===== src/rtl/jk_excite_pkg.sv =====
// Shared types and JK excitation table for the JK excite driver.
// The table is indexed by {cur, nxt}; a set Dc bit marks a don't-care that DC_MODE resolves.
package jk_excite_pkg;

  typedef enum logic [1:0] {
    StIdle  = 2'b00,
    StApply = 2'b01,
    StCheck = 2'b10
  } state_e;

  // Legal DC_MODE values: X resolves to hold/set/reset (0) or to toggle (1).
  localparam bit DcHold   = 1'b0;
  localparam bit DcToggle = 1'b1;

  localparam logic [3:0] ExcJVal = 4'b0010;
  localparam logic [3:0] ExcJDc  = 4'b1100;
  localparam logic [3:0] ExcKVal = 4'b0100;
  localparam logic [3:0] ExcKDc  = 4'b0011;

  function automatic logic exc_resolve(input logic [3:0] val, input logic [3:0] dc,
                                       input logic [1:0] idx, input bit dc_mode);
    return dc[idx] ? dc_mode : val[idx];
  endfunction

endpackage


===== src/rtl/jk_excite_driver_if.sv =====
// Target handshake, JK drive and status bundle between the excite driver and its environment.
// master is the environment feeding targets and readback; slave is the driver itself.
interface jk_excite_driver_if #(
  parameter int unsigned WIDTH = 4,
  parameter int unsigned CNT_W = 8
) ();

  logic [WIDTH-1:0] tgt_data;
  logic             tgt_valid;
  logic             tgt_ready;
  logic [WIDTH-1:0] j;
  logic [WIDTH-1:0] k;
  logic [WIDTH-1:0] q_fb;
  logic             clear;
  logic             busy;
  logic             done_pulse;
  logic             err;
  logic [CNT_W-1:0] mismatch_cnt;

  modport master (
    output tgt_data, tgt_valid, q_fb, clear,
    input  tgt_ready, j, k, busy, done_pulse, err, mismatch_cnt
  );

  modport slave (
    input  tgt_data, tgt_valid, q_fb, clear,
    output tgt_ready, j, k, busy, done_pulse, err, mismatch_cnt
  );

endinterface


===== src/rtl/jk_excite_lut.sv =====
// Per-bit JK excitation: given current and wanted next state, produce the J/K drive.
module jk_excite_lut
  import jk_excite_pkg::*;
#(
  parameter bit DC_MODE = DcHold
) (
  input  logic i_cur,
  input  logic i_nxt,
  output logic o_j,
  output logic o_k
);

  logic [1:0] w_idx;

  assign w_idx = {i_cur, i_nxt};
  assign o_j   = exc_resolve(ExcJVal, ExcJDc, w_idx, DC_MODE);
  assign o_k   = exc_resolve(ExcKVal, ExcKDc, w_idx, DC_MODE);

endmodule


===== src/rtl/jk_excite_driver.sv =====
// Drives an external JK register towards requested targets and checks the readback.
// One transfer takes IDLE -> APPLY -> CHECK; model_q tracks what the register should hold.
module jk_excite_driver
  import jk_excite_pkg::*;
#(
  parameter int unsigned WIDTH   = 4,
  parameter bit          DC_MODE = DcHold,
  parameter int unsigned CNT_W   = 8
) (
  input logic              clk,
  input logic              rst_n,
  jk_excite_driver_if.slave bus
);

  localparam logic [CNT_W-1:0] CntMax = '1;

  state_e           r_state, w_state_d;
  logic [WIDTH-1:0] r_j, r_k, r_model_q, r_tgt;
  logic [WIDTH-1:0] w_j_lut, w_k_lut;
  logic             r_err;
  logic [CNT_W-1:0] r_cnt;
  logic             w_accept;
  logic             w_mismatch;

  assign w_accept   = (r_state == StIdle) && bus.tgt_valid;
  assign w_mismatch = (r_state == StCheck) && (bus.q_fb != r_tgt);

  for (genvar g = 0; g < WIDTH; g++) begin : g_lut
    jk_excite_lut #(
      .DC_MODE(DC_MODE)
    ) u_lut (
      .i_cur(r_model_q[g]),
      .i_nxt(bus.tgt_data[g]),
      .o_j  (w_j_lut[g]),
      .o_k  (w_k_lut[g])
    );
  end

  always_comb begin
    w_state_d = r_state;
    unique case (r_state)
      StIdle:  if (w_accept) w_state_d = StApply;
      StApply: w_state_d = StCheck;
      StCheck: w_state_d = StIdle;
      default: w_state_d = StIdle;
    endcase
  end

  always_ff @(posedge clk or negedge rst_n) begin
    if (!rst_n) begin
      r_state <= StIdle;
    end else begin
      r_state <= w_state_d;
    end
  end

  always_ff @(posedge clk or negedge rst_n) begin
    if (!rst_n) begin
      r_j       <= '0;
      r_k       <= '0;
      r_tgt     <= '0;
      r_model_q <= '0;
      r_err     <= 1'b0;
      r_cnt     <= '0;
    end else begin
      // J/K are live only during APPLY; every other cycle holds the external flops.
      r_j <= w_accept ? w_j_lut : '0;
      r_k <= w_accept ? w_k_lut : '0;
      if (w_accept) r_tgt <= bus.tgt_data;
      // Resync to what the register really holds so a mismatch does not cascade.
      if (r_state == StCheck) r_model_q <= bus.q_fb;
      if (bus.clear) begin
        r_err <= 1'b0;
        r_cnt <= '0;
      end else if (w_mismatch) begin
        r_err <= 1'b1;
        if (r_cnt != CntMax) r_cnt <= r_cnt + 1'b1;
      end
    end
  end

  assign bus.j            = r_j;
  assign bus.k            = r_k;
  assign bus.tgt_ready    = (r_state == StIdle);
  assign bus.busy         = (r_state != StIdle);
  assign bus.done_pulse   = (r_state == StCheck);
  assign bus.err          = r_err;
  assign bus.mismatch_cnt = r_cnt;

endmodule

===== src/flat_wrapper.sv =====
// flat-port wrapper written by rule: the top's interface ports become plain ports
module jk_excite_driver_flat import jk_excite_pkg::*;
#(
  parameter int unsigned WIDTH   = 4,
  parameter bit          DC_MODE = DcHold,
  parameter int unsigned CNT_W   = 8
)
  (clk, rst_n, bus_tgt_data, bus_tgt_valid, bus_q_fb, bus_clear, bus_tgt_ready, bus_j, bus_k, bus_busy, bus_done_pulse, bus_err, bus_mismatch_cnt);
  jk_excite_driver_if #(.WIDTH(WIDTH), .CNT_W(CNT_W)) bus_i ();
  input logic clk;
  input logic rst_n;
  input wire logic [$bits(bus_i.tgt_data)-1:0] bus_tgt_data;
  input wire logic [$bits(bus_i.tgt_valid)-1:0] bus_tgt_valid;
  input wire logic [$bits(bus_i.q_fb)-1:0] bus_q_fb;
  input wire logic [$bits(bus_i.clear)-1:0] bus_clear;
  output wire logic [$bits(bus_i.tgt_ready)-1:0] bus_tgt_ready;
  output wire logic [$bits(bus_i.j)-1:0] bus_j;
  output wire logic [$bits(bus_i.k)-1:0] bus_k;
  output wire logic [$bits(bus_i.busy)-1:0] bus_busy;
  output wire logic [$bits(bus_i.done_pulse)-1:0] bus_done_pulse;
  output wire logic [$bits(bus_i.err)-1:0] bus_err;
  output wire logic [$bits(bus_i.mismatch_cnt)-1:0] bus_mismatch_cnt;
  assign bus_i.tgt_data = bus_tgt_data;
  assign bus_i.tgt_valid = bus_tgt_valid;
  assign bus_i.q_fb = bus_q_fb;
  assign bus_i.clear = bus_clear;
  assign bus_tgt_ready = bus_i.tgt_ready;
  assign bus_j = bus_i.j;
  assign bus_k = bus_i.k;
  assign bus_busy = bus_i.busy;
  assign bus_done_pulse = bus_i.done_pulse;
  assign bus_err = bus_i.err;
  assign bus_mismatch_cnt = bus_i.mismatch_cnt;
  jk_excite_driver #(.WIDTH(WIDTH), .DC_MODE(DC_MODE), .CNT_W(CNT_W)) u_core (.clk(clk), .rst_n(rst_n), .bus(bus_i));
endmodule

===== config.mk =====
export PLATFORM = sky130hd
export DESIGN_NAME = jk_excite_driver_flat
export DESIGN_NICKNAME = d
export VERILOG_FILES = /design/src/rtl/jk_excite_pkg.sv /design/src/rtl/jk_excite_driver_if.sv /design/src/rtl/jk_excite_lut.sv /design/src/rtl/jk_excite_driver.sv /design/src/flat_wrapper.sv
export SDC_FILE = /design/constraint.sdc
export NUM_CORES = 1
export LEC_CHECK = 0
export CORE_AREA = 10 10 63 65
export CTS_CLUSTER_SIZE = 28
export DETAILED_ROUTE_END_ITERATION = 10
export DIE_AREA = 0 0 73 75
export GPL_TIMING_DRIVEN = 0
export PLACE_DENSITY = 0.7
export SLEW_MARGIN = 30
export SYNTH_ARGS = -nofsm -noshare
export SYNTH_HDL_FRONTEND = slang
export SYNTH_SLANG_ARGS = --single-unit

===== constraint.sdc =====
create_clock -name clk -period 2.55 [get_ports clk]
set_clock_uncertainty 0.2 [all_clocks]
set_input_delay 0.51 -clock clk [delete_from_list [all_inputs] [get_ports clk]]
set_output_delay 0.51 -clock clk [all_outputs]
set_load 0.02 [all_outputs]

==> out/metrics.yaml <==
global_route:
  grt.overflow.total: 0
  grtUsageTotal_pct: 9.80
  grt_max_degree: 28
  antenna_found_initial: 0
  grt_pass1_wl_mm: 4.32
  grt_pass1_vias: 963
routing:
  routedWlPerCell_um: 14.8
  vias: 897
  drt_iter0_drc: 77
  dr.pass1.iters: 4
  drc: 0
  drtAntennaViolNets: 0
  routed_wl_mm: 2.59
  routed_via_density: 5.13
critical_path:
  r2r-end: "u_core.bus.mismatch_cnt[3]"
  worstPathRequired_ps: 1840
  worstRegToRegCells: 4
  end_kind: "primary output"
  path_class: "reg2out"
  cp_max_fo: 7
  regToRegSetupSlack_ps: 610
  startpoint_type: "register"
  reg2reg_from: "u_core.r_tgt[1]"
  cp_data_arrival_time_ps: 1570
floorplan:
  die_x_um: 73
  die-area_um2: 5480
  rows: 19
  die_h_um: 75
  start_util_pct: 45.6
  core-area_um2: 2710
  io_pins: 32
hold_path:
  worstHoldStart: "u_core.r_state[1]"
  min_path_type: "reg2reg"
  hold_depth: 1
  hold_end: "u_core.r_state[1]"
timing:
  tightest_slew_ps: 606
  fin_setup_tns_ps: 0
  whs_ps: 264
  finalHoldViolations: 0
  slew_violations: 0
  finalCriticalPeriod_ps: 2280
  finalSetupViolations: 0
  max-slew-margin-rel_pct: 59.6
  fin_crit_sh_pct: 89.5
  clock.fmax_mhz: 438
  rsz0062_at_grt: "no"
cells_and_area:
  regArea_um2: 676
  syn2layout_area_growth_pct: 31.0
  drive_above_1_share_pct: 12.5
  diodes: 0
  multi_input_area_um2: 532
  final_nets: 158
  fillers: 248
placement:
  gp_congestion: 0.802
  post-dp-hpwl_mm: 1.98
  io_buffers: 31
status:
  status: "completed"
synthesis:
  synth.distinct_cells: 29
  synth_common_cells: "dfrtp_1, nand2_1, nor3b_1"
  synth_top_area_share_pct: 54.7
  mappedNetlistArea_um2: 1230
  synth_most_common_cell: "dfrtp_1"
  synth_top_cell_by_area: "dfrtp_1"
  synthFlopType: "dfrtp_1"
  yosysSeqAreaShare_pct: 54.7
  synth_area_leaders: "dfrtp_1, nor3b_1, mux2_2, nand2_1, xor2_2"
  avgSynthCellArea_um2: 11.4
  synth_edf_count: 0
  syn-num-nets: 121
  yosysWarnings: 0
  async_flop_share_pct: 100
  ys_seq_elements: 27
  syn-instance-count: 108
power_and_ir_drop:
  p_leak_nw: 0.693
  vdd.ir_drop.worst_v: 0.000432
  power.density_nw_per_um2: 604
clock_network:
  path_clk_slew_ps: 150
  cts_sinks: 27
  clk_path_buf_depth: 2
  cts_made_buffers: 3
  clkLatencyLatePin_ps: 320
  root_buffer: "clkbuf_4"
  cts_tree: "built"
  htreeDepth: 1
run:
  maxCapViolations: 0
area by class of cell:
class	instances	area share (%)
Sequential cell	27	41.8
Multi-Input combinational cell	74	32.9
Timing Repair Buffer	32	19.4
Tap cell	31	2.40
Clock buffer	3	1.39
Inverter	5	1.24
Clock inverter	1	0.464
Buffer	2	0.464
logic make-up after synthesis:
group	Yosys count	share of synthesized area [%]
buf+inv	7	2.23
xor+xnor	4	4.66
flops	27	54.7
simple gates	52	23.5
compound gates	8	5.77
fa+ha+maj	1	1.01
mux	9	8.10
cells in the final DEF (no fill, tap or decap), drive strengths merged:
| cell | n |
|---|---|
| clkinv | 1 |
| clkbuf | 5 |
| mux2i | 1 |
| clkinvlp | 1 |
| nor3b | 8 |
| mux2 | 8 |
| nand4 | 2 |
| inv | 4 |
| dlygate4sd3 | 1 |
| o41ai | 2 |
| buf | 1 |
| nand2b | 3 |
| and2 | 1 |
| dfrtp | 27 |
| nor3 | 2 |
| ha | 1 |
| dlygate4sd2 | 1 |
| nand3 | 2 |
| o21ai | 1 |
| xor2 | 4 |
| o31ai | 2 |
| nand2 | 15 |
| clkdlybuf4s50 | 29 |
| or4b | 1 |
| nor2b | 6 |
| a21oi | 3 |
| nor2 | 8 |
| nor4 | 2 |
| or4 | 2 |
power breakdown:
part           total [W]  internal (W)  switching (W)
logic           0.000257      0.000120       0.000137
registers       0.000531      0.000488      0.0000423
clock network   0.000189     0.0000599       0.000129
registers in the layout, indices dropped and copies added, names as in the netlist:
| signal | cells |
|---|---|
| u_core.r_tgt | 4 |
| u_core.bus.j | 4 |
| u_core.bus.mismatch_cnt | 8 |
| u_core.bus.err | 1 |
| u_core.bus.k | 4 |
| u_core.r_state | 2 |
| u_core.r_model_q | 4 |
worst max-delay path by stage:
stage	startpoint	to	slack, ps	depth (start not counted)
global route	u_core.r_state[1]	bus_done_pulse	140	3
finish	u_core.r_state[1]	bus_done_pulse	270	3
CTS	u_core.r_state[1]	bus_done_pulse	240	3
detailed placement	bus_q_fb[1]	u_core.bus.mismatch_cnt[3]	50	5
global placement	bus_q_fb[1]	u_core.bus.mismatch_cnt[4]	90	5
floorplan	bus_q_fb[1]	u_core.bus.mismatch_cnt[3]	700	4
stage by stage:
stage / cell area [um^2] / util [%] / setup WS [ps] / total power [W] / cells
finish: 1620 / 59.7 / 269 / 0.000977 / 175
CTS: 1620 / 59.7 / 242 / 0.000992 / 175
global route: 1620 / 59.7 / 138 / 0.00104 / 175
floorplan: 1230 / - / 696 / 0.000690 / 108
detailed placement: 1580 / 58.3 / 54.6 / 0.000801 / 170
global placement: 1580 / 58.4 / 85.1 / 0.000793 / 170
routing by layer:
layer	routed length, um	track usage (%)	vias to the layer above
met5	0	0	-
met4	8	3.80	0
met3	215	3.55	2
met2	1240	15.8	21
met1	1130	11.7	431
li1	-	-	443
timing repair:
item,4_1_cts,5_1_grt
hold buffers,1,0
gates resized for setup,1,0
hold endpoints to repair,27,0
setup buffers,0,0
setup endpoints to repair,1,0
worst max-delay path: stages (launching register included):
cell           delay [ps]
dfrtp_1               420
nand2b_1              250
clkinv_2              210
dlygate4sd2_1         370
Power figures use the tool's default switching activity.
